## src/rtl/rv32_dbus_ahb_master.sv

```systemverilog
// rv32_dbus_ahb_master
// Data-bus AHB-Lite master for the RV32I core. Turns each load/store request
// (address, lane-positioned data, byte mask) into one pipelined SINGLE
// transfer, absorbs wait states and two-cycle ERROR responses, and returns a
// one-cycle response pulse with read data and error status.
//
// Ports
//   clk_in, rst_in          clock, asynchronous active-low reset
//   req_in .. mask_in       core request (held until ack_out)
//   ack_out                 request accepted this cycle (combinational)
//   rsp_valid_out           one-cycle response pulse
//   rdata_out, err_out      response payload, valid with rsp_valid_out
//   haddr_out .. hwdata_out AHB-Lite master outputs
//   hrdata_in, hready_in,
//   hresp_in                AHB-Lite slave response
//
// state  | meaning
// IDLE   | no data phase outstanding
// DATA   | data phase in progress
// ERR2   | second cycle of an ERROR response
// BADRSP | illegal-mask response being returned
module rv32_dbus_ahb_master (
    input  logic        clk_in,
    input  logic        rst_in,
    input  logic        req_in,
    input  logic        wr_in,
    input  logic [31:0] addr_in,
    input  logic [31:0] wdata_in,
    input  logic [3:0]  mask_in,
    output logic        ack_out,
    output logic        rsp_valid_out,
    output logic [31:0] rdata_out,
    output logic        err_out,
    output logic [31:0] haddr_out,
    output logic [1:0]  htrans_out,
    output logic        hwrite_out,
    output logic [2:0]  hsize_out,
    output logic [2:0]  hburst_out,
    output logic [3:0]  hprot_out,
    output logic [31:0] hwdata_out,
    input  logic [31:0] hrdata_in,
    input  logic        hready_in,
    input  logic        hresp_in
);

    typedef enum logic [1:0] {
        ST_IDLE   = 2'd0,
        ST_DATA   = 2'd1,
        ST_ERR2   = 2'd2,
        ST_BADRSP = 2'd3
    } state_t;

    state_t      state_q, state_d;
    logic        wr_q;
    logic [31:0] hwdata_q;
    logic        rsp_valid_q;
    logic [31:0] rdata_q;
    logic        err_q;

    logic        legal;
    logic [1:0]  lane;
    logic [2:0]  size;
    logic        start;
    logic        bad_ack;
    logic        rsp_set;
    logic        rsp_err;
    logic [31:0] rsp_data;

    // Low address bits come from the mask, never from the core.
    logic        unused_addr_lo;
    assign unused_addr_lo = ^addr_in[1:0];

    always_comb begin
        legal = 1'b1;
        lane  = 2'd0;
        size  = 3'd0;
        case (mask_in)
            4'b0001: begin lane = 2'd0; size = 3'd0; end
            4'b0010: begin lane = 2'd1; size = 3'd0; end
            4'b0100: begin lane = 2'd2; size = 3'd0; end
            4'b1000: begin lane = 2'd3; size = 3'd0; end
            4'b0011: begin lane = 2'd0; size = 3'd1; end
            4'b1100: begin lane = 2'd2; size = 3'd1; end
            4'b1111: begin lane = 2'd0; size = 3'd2; end
            default: legal = 1'b0;
        endcase
    end

    // The first ERROR cycle (hresp high in DATA) cancels any overlapping
    // address phase; the request stays pending and is re-issued later.
    assign start   = req_in & legal & hready_in &
                     ((state_q == ST_IDLE) | ((state_q == ST_DATA) & ~hresp_in));
    // Illegal masks only in IDLE so their response cannot overtake a transfer.
    assign bad_ack = req_in & ~legal & (state_q == ST_IDLE);

    assign ack_out    = start | bad_ack;
    assign htrans_out = start ? 2'b10 : 2'b00;
    assign haddr_out  = {addr_in[31:2], lane};
    assign hwrite_out = wr_in;
    assign hsize_out  = size;
    assign hburst_out = 3'b000;
    assign hprot_out  = 4'b0011;

    assign hwdata_out    = hwdata_q;
    assign rsp_valid_out = rsp_valid_q;
    assign rdata_out     = rdata_q;
    assign err_out       = err_q;

    always_comb begin
        state_d  = state_q;
        rsp_set  = 1'b0;
        rsp_err  = 1'b0;
        rsp_data = 32'd0;
        case (state_q)
            ST_IDLE: begin
                if (start) begin
                    state_d = ST_DATA;
                end else if (bad_ack) begin
                    state_d = ST_BADRSP;
                    rsp_set = 1'b1;
                    rsp_err = 1'b1;
                end
            end
            ST_DATA: begin
                if (hready_in & ~hresp_in) begin
                    rsp_set  = 1'b1;
                    rsp_data = wr_q ? 32'd0 : hrdata_in;
                    state_d  = start ? ST_DATA : ST_IDLE;
                end else if (hresp_in) begin
                    state_d = ST_ERR2;
                end
            end
            ST_ERR2: begin
                if (hready_in) begin
                    rsp_set = 1'b1;
                    rsp_err = 1'b1;
                    state_d = ST_IDLE;
                end
            end
            ST_BADRSP: state_d = ST_IDLE;
            default:   state_d = ST_IDLE;
        endcase
    end

    always_ff @(posedge clk_in or negedge rst_in) begin
        if (!rst_in) begin
            state_q     <= ST_IDLE;
            wr_q        <= 1'b0;
            hwdata_q    <= 32'd0;
            rsp_valid_q <= 1'b0;
            rdata_q     <= 32'd0;
            err_q       <= 1'b0;
        end else begin
            state_q     <= state_d;
            rsp_valid_q <= rsp_set;
            if (start) begin
                wr_q <= wr_in;
                if (wr_in) hwdata_q <= wdata_in;
            end
            if (rsp_set) begin
                rdata_q <= rsp_data;
                err_q   <= rsp_err;
            end
        end
    end

endmodule

```

## config.mk

```make
export PLATFORM = sky130hd
export DESIGN_NAME = rv32_dbus_ahb_master
export DESIGN_NICKNAME = d
export VERILOG_FILES = /design/src/rtl/rv32_dbus_ahb_master.sv
export SDC_FILE = /design/constraint.sdc
export NUM_CORES = 1
export LEC_CHECK = 0
export BUFFER_PORTS_ARGS = -buffer_cell sky130_fd_sc_hd__buf_2
export CORE_MARGIN = 2
export CORE_UTILIZATION = 41
export CTS_CLUSTER_SIZE = 8
export DETAILED_ROUTE_END_ITERATION = 8
export GPL_TIMING_DRIVEN = 0
export PLACE_DENSITY_LB_ADDON = 0.3
export SYNTH_ARGS = -nofsm -noshare
export SYNTH_HDL_FRONTEND = slang
export SYNTH_SLANG_ARGS = --single-unit
```

## constraint.sdc

```tcl
create_clock -name clk_in -period 2.5 [get_ports clk_in]
set_input_delay 0.625 -clock clk_in [delete_from_list [all_inputs] [get_ports clk_in]]
set_output_delay 0.625 -clock clk_in [all_outputs]
set_load 0.1 [all_outputs]
```

-- After elaboration in Yosys (flattened, before gate mapping)
Cells that the tools add are included.
- register bits: 69
- bits of input ports: 106
- output and inout bits: 112
- logic and storage cells: 56
- equal/unequal tests: 13
- muxes and demuxes: 20
- bitwise gates (word level): 11
- reduce and logical (&&, ||, !) cells: 6
- operators by type and width (kind ; number):
    $mux 32 ; 3
    $eq 4x4->1 const B ; 3
    $mux 2 ; 6
    $eq 4x2->1 const B ; 2
    $pmux 2 s4 ; 1
    $and 1x1->1 ; 7
    $reduce_or 7->1 ; 1
    $mux 1 ; 6
    $pmux 2 s3 ; 1
    $eq 2x2->1 const B ; 2
    $eq 4x1->1 const B ; 1
    $eq 4x3->1 const B ; 1
    $pmux 2 s2 ; 1
    $reduce_or 2->1 ; 2
    $ne 3x2->1 const B ; 1
    $ne 3x3->1 const B ; 1
    $pmux 1 s3 ; 1
    $reduce_and 3->1 ; 1
    $eq 2x1->1 const B ; 1
    $logic_not 2->1 ; 1
    $ne 2x2->1 const B ; 1
    $not 1->1 ; 2
    $or 1x1->1 ; 2
    $pmux 1 s2 ; 1
    $reduce_and 2->1 ; 1

-- Depth between registers and ports, before layout
- depth in word-level cells: 9
- depth in mapped cells: 5
- mapped depth without buffers: 4

-- Least setup slack after synthesis
Ideal clock, no wire load.
- path kind: input to output
- from: input mask_in[3]
- to: output haddr_out[0]
- data arrival time: 2.762 ns
- data required time: 1.875 ns
- slack: -0.887 ns
- cell stages on the path: 2
- path buffers: 0
- cell sequence: xnor2_1 > nor3_1
- longest elaborated chain between the ends: 3
- elaborated cells on any way between the ends: 6
- those cells by class: eq/ne: 4; mux: 1; reduce/logical: 1
- ends and longest elaborated chain (item ; RTL line ; source):
    start: declaration ; 29 ; input logic [3:0] mask_in,
    $eq 4x4->1 or $eq 4x3->1 (tied branches) ; 77 ; case (mask_in)
    $reduce_or 2->1 (no line) ; -- ;
    $pmux 2 s3 (*) ; 77 ;
    end: declaration ; 34 ; output logic [31:0] haddr_out,
Every way passes the cells marked *; elsewhere a longest branch is shown, timed or not.

-- Final worst setup path
- from: input mask_in[2]
- to: output ack_out
- longest elaborated chain between the ends: 7
- elaborated cells on any way between the ends: 16
- those cells by class: eq/ne: 7; mux: 1; bitwise: 7; reduce/logical: 1
- ends and longest elaborated chain (item ; RTL line ; source):
    $eq 4x4->1, or another cell as far along ; 77 ;
    $reduce_or 7->1 (no line) (*) ; -- ;
    $mux 1 (*) ; 77 ;
    $and 1x1->1 or $not 1->1 (tied branches) ; 91, 94 ;
    $and 1x1->1, on equally long branches (2 in series) ; 91, 94 ;
    $or 1x1->1 (*) ; 96 ; assign ack_out = start | bad_ack;
    end: declaration ; 30 ; output logic ack_out,
Marks and branches as above.

==> tab_implementation.tex <==
\begin{tabular}{lr}
\hline
Metric & Value \\
\hline
\multicolumn{2}{l}{\textbf{STA}} \\
\quad Hold Worst Slack & 0.389 ns \\
\quad Clk\_skew & between 0.004 and 0.005 ns \\
\quad Max-slew violation count & 0 \\
\quad Max-slew headroom at the worst pin & roughly 44\% \\
\quad Period minus WS final & 2.46 ns \\
\quad Final setup vio count & 0 \\
\quad Unrepaired setup endpoints after global routing & no \\
\quad Total negative slack for setup checks & 0 ns \\
\quad Highest clock frequency the design can meet & 407 MHz \\
\quad Fin. Hold Viols & 0 \\
\quad Ratio of final minimum period to clock period & $\sim$98\% \\
\quad Worst-Margin Slew & 0.834 ns \\
\multicolumn{2}{l}{\textbf{Clock network}} \\
\quad Master cell of the clock root buffer & sky130\_fd\_sc\_hd\_\_clkbuf\_8 \\
\quad TritonCTS clock tree & done \\
\quad Clock insertion delay at the later pin of the skew report & 0.33 ns \\
\quad Clock tree sinks & between 60 and 70 \\
\quad Buffers from clock root to sink, at most & 2 \\
\quad Htree depth & 3 \\
\quad Clock transition at the registers of the reported paths & roughly 0.070 ns \\
\quad CTS Buf Count & 9 \\
\multicolumn{2}{l}{\textbf{Global routing}} \\
\quad Met1 Resource Use GR & between 20\% and 30\% \\
\quad Number of global-route vias before repair & around 2400 \\
\quad Total overflow reported by the global router & 0 \\
\quad Global-route wire length before repair & roughly 11000 um \\
\quad Most Used Layer, Global Route & met2 \\
\quad Met3 capacity usage during global routing & around 5\% \\
\quad Global routing met2 resource utilization & roughly 29\% \\
\quad Overall track demand over capacity in global routing & $\sim$17\% \\
\quad Antenna violations before repair & 0 \\
\quad Largest net degree at the start of global routing & 70 \\
\multicolumn{2}{l}{\textbf{Logic synthesis}} \\
\quad Most instantiated flip-flop cell in the synthesis netlist & sky130\_fd\_sc\_hd\_\_dfrtp\_1 \\
\quad Cell area after synthesis & 3070 um2 \\
\quad Synth Area in XOR/XNOR & less than 1\% \\
\quad Post-synthesis cell count & about 220 \\
\quad Compound-cell area share of the yosys netlist & roughly 13\% \\
\quad Dominant combinational cell family by area after synthesis & buffers and inverters \\
\quad Fraction of the yosys area taken by sequential cells & 56.2\% \\
\quad Simple-Gate Fraction of Synth Area & 4.80\% \\
\quad Average size of a mapped cell & around 14 um2 \\
\quad Yosys cell types & 36 \\
\quad \#FFs+latches synth & 69 \\
\quad Async set or reset register ratio after synthesis & 100\% \\
\quad Count of yosys warnings during synthesis & 0 \\
\quad Share of cell area taken by muxes after synthesis & approximately an eighth \\
\quad Adder-cell share of the synthesized area & 0\% \\
\quad Number of enable flip-flop cells after synthesis & 0 \\
\multicolumn{2}{l}{\textbf{Run status}} \\
\quad Outcome & complete, no violations \\
\multicolumn{2}{l}{\textbf{Route}} \\
\quad Overall routed net length & $\sim$7000 um \\
\quad Drc violations & 0 \\
\quad Wire per inst & about 13 um \\
\quad Drt first-iter violations & between 40 and 50 \\
\quad Vias & between 2000 and 2500 \\
\quad Number of antenna-violating nets in the routed design & 0 \\
\quad Vias per std cell & roughly 4.6 \\
\quad 1st-pass router iterations & 3 \\
\multicolumn{2}{l}{\textbf{Placed design}} \\
\quad Area after DPL & $\sim$4100 um2 \\
\quad Detailed-placement wirelength estimate & 5310 um \\
\quad Port Buffer Count & 175 \\
\quad GP Congestion & between 0.8 and 0.9 \\
\multicolumn{2}{l}{\textbf{Worst setup path}} \\
\quad Type of element launching the critical path & input port \\
\quad Type of destination of the critical path & output pin \\
\quad Crit Path Class & in2out \\
\quad Required time reported for the critical path endpoint & between 1.5 and 2 ns \\
\quad Maximum net fanout on the critical path & 6 \\
\quad Arrival time of data at the critical path endpoint & $\sim$1.8 ns \\
\multicolumn{2}{l}{\textbf{Layout}} \\
\quad Area of the multi-input gates & roughly 990 um2 \\
\quad Post-synthesis to final-layout area growth & 42.8\% \\
\quad Post-layout net count & about 530 \\
\quad Cell area after layout & around 4400 um2 \\
\quad Count of inserted antenna diode cells & 0 \\
\quad FF+latch area & around 1700 um2 \\
\quad Fraction of final layout cells sized beyond drive strength 1 & between 60\% and 70\% \\
\quad Count of filler cells inserted in the layout & approximately 600 \\
\multicolumn{2}{l}{\textbf{Floorplanning}} \\
\quad Starting density of the core & about 42\% \\
\quad Vertical extent of the die & 90.6 um \\
\quad Die footprint & around 8200 um2 \\
\quad Width of the die & just over 90 um \\
\quad Num ports & roughly 220 \\
\quad Number of placement rows & 31 \\
\quad Core ar. & between 7000 and 8000 um2 \\
\multicolumn{2}{l}{\textbf{Run}} \\
\quad Max-cap violations & 0 \\
\multicolumn{2}{l}{\textbf{Worst hold path}} \\
\quad Type of the most critical hold path & in2async \\
\hline
\end{tabular}
==> metal layers <==
layer,share of wire (%),up-vias
met5,0,-
met4,1.5,0
met3,9.6,9
met2,48,139
met1,41,1097
li1,-,1148
==> area by class of cell <==
class	instances	share of cell area [%]
clock buffer	11	3.22
multi-input combinational	109	22.5
tap	99	2.82
inverter	2	0.171
sequential	69	39.4
timing repair buffer	178	21.0
buffer	51	8.98
clock inverter	5	1.91
==> cell families (layout without fill, tap and decap cells) <==
kind of cell,count (synthesis),after routing
AO/OA/AOI/OAI,43,43
multiplexers,34,34
AND/OR/NAND/NOR,22,22
XOR/XNOR,1,1
buffers and inverters,53,247
flip-flops,69,69
other,2,9
==> critical path, stage by stage <==
cell and delay (ns):
sky130_fd_sc_hd__buf_2 0.13, sky130_fd_sc_hd__nor2_4 0.19, sky130_fd_sc_hd__buf_12 0.13, sky130_fd_sc_hd__a21oi_4 0.08, sky130_fd_sc_hd__and3_1 0.19, sky130_fd_sc_hd__or2_2 0.30, sky130_fd_sc_hd__buf_6 0.19
==> path summary, 6_finish.rpt <==
kind / startpoint / to / slack, ns / depth (start not counted)
max: mask_in[2] / ack_out / 0.04 / 7
min: rst_in / hwdata_out[28] / 0.39 / 1
max reg2reg: state_q[1] / rdata_out[24] / 0.74 / 5
min reg2reg: hwdata_out[22] / hwdata_out[22] / 0.48 / 1
max in group asynchronous: rst_in / state_q[1] / 1.52 / 1
min in group clk_in: hwdata_out[22] / hwdata_out[22] / 0.48 / 1
==> synth_stat cells, types with 2 or more instances <==
master,instances,share of area (%)
sky130_fd_sc_hd__buf_4,41,10
sky130_fd_sc_hd__nor3_1,3,0.49
sky130_fd_sc_hd__nand3_1,2,0.33
sky130_fd_sc_hd__buf_2,3,0.49
sky130_fd_sc_hd__a22o_1,32,9.1
sky130_fd_sc_hd__mux2_2,20,7.3
sky130_fd_sc_hd__a21oi_1,4,0.65
sky130_fd_sc_hd__and3_1,2,0.41
sky130_fd_sc_hd__a21oi_4,2,1.1
sky130_fd_sc_hd__nand3b_1,2,0.49
sky130_fd_sc_hd__mux2_1,13,4.8
sky130_fd_sc_hd__inv_1,2,0.24
sky130_fd_sc_hd__dfrtp_1,69,56
sky130_fd_sc_hd__conb_1,2,0.24
sky130_fd_sc_hd__buf_6,6,2.2
==> layout by cell type (no fill, tap or decap), types with 2 or more instances in the layout <==
cell type and instances:
sky130_fd_sc_hd__clkbuf_1 2, sky130_fd_sc_hd__mux2_1 13, sky130_fd_sc_hd__a21oi_1 3, sky130_fd_sc_hd__nor3_2 2, sky130_fd_sc_hd__clkinvlp_4 2, sky130_fd_sc_hd__nand3_1 2, sky130_fd_sc_hd__buf_2 175, sky130_fd_sc_hd__a22o_1 32
sky130_fd_sc_hd__buf_4 45, sky130_fd_sc_hd__mux2_2 20, sky130_fd_sc_hd__conb_1 9, sky130_fd_sc_hd__a21oi_4 2, sky130_fd_sc_hd__clkbuf_8 10, sky130_fd_sc_hd__bufinv_16 2, sky130_fd_sc_hd__dfrtp_1 68, sky130_fd_sc_hd__buf_6 7
sky130_fd_sc_hd__inv_1 2, sky130_fd_sc_hd__nand3b_1 2, sky130_fd_sc_hd__and3_1 2
==> timing repair <==
action | in CTS | in global routing
setup buffers | 3 | 0
gates resized for setup | 4 | 2
endpoints found under the setup margin | 2 | 2
pin swaps | 2 | 1
hold buffers | 0 | 0
==> stage by stage <==
stage,cells,worst slack (ns),util (%)
2_1_floorplan,231,-0.0293,-
3_3_place_gp,505,-0.251,56.7
3_5_place_dp,505,-0.268,56.7
4_1_cts,524,0.00194,60.4
5_1_grt,524,0.00246,60.5
6_report,524,0.0447,60.5
==> registers in the layout, summed over array words and instances (netlist names) <==
name,cells
state_q,2
rdata_out,32
rsp_valid_out,1
hwdata_out,32
wr_q,1
err_out,1
Power is left out: the tool's default activity adds up to more than one toggle a clock period on the data nets, which glitch-free logic cannot reach.
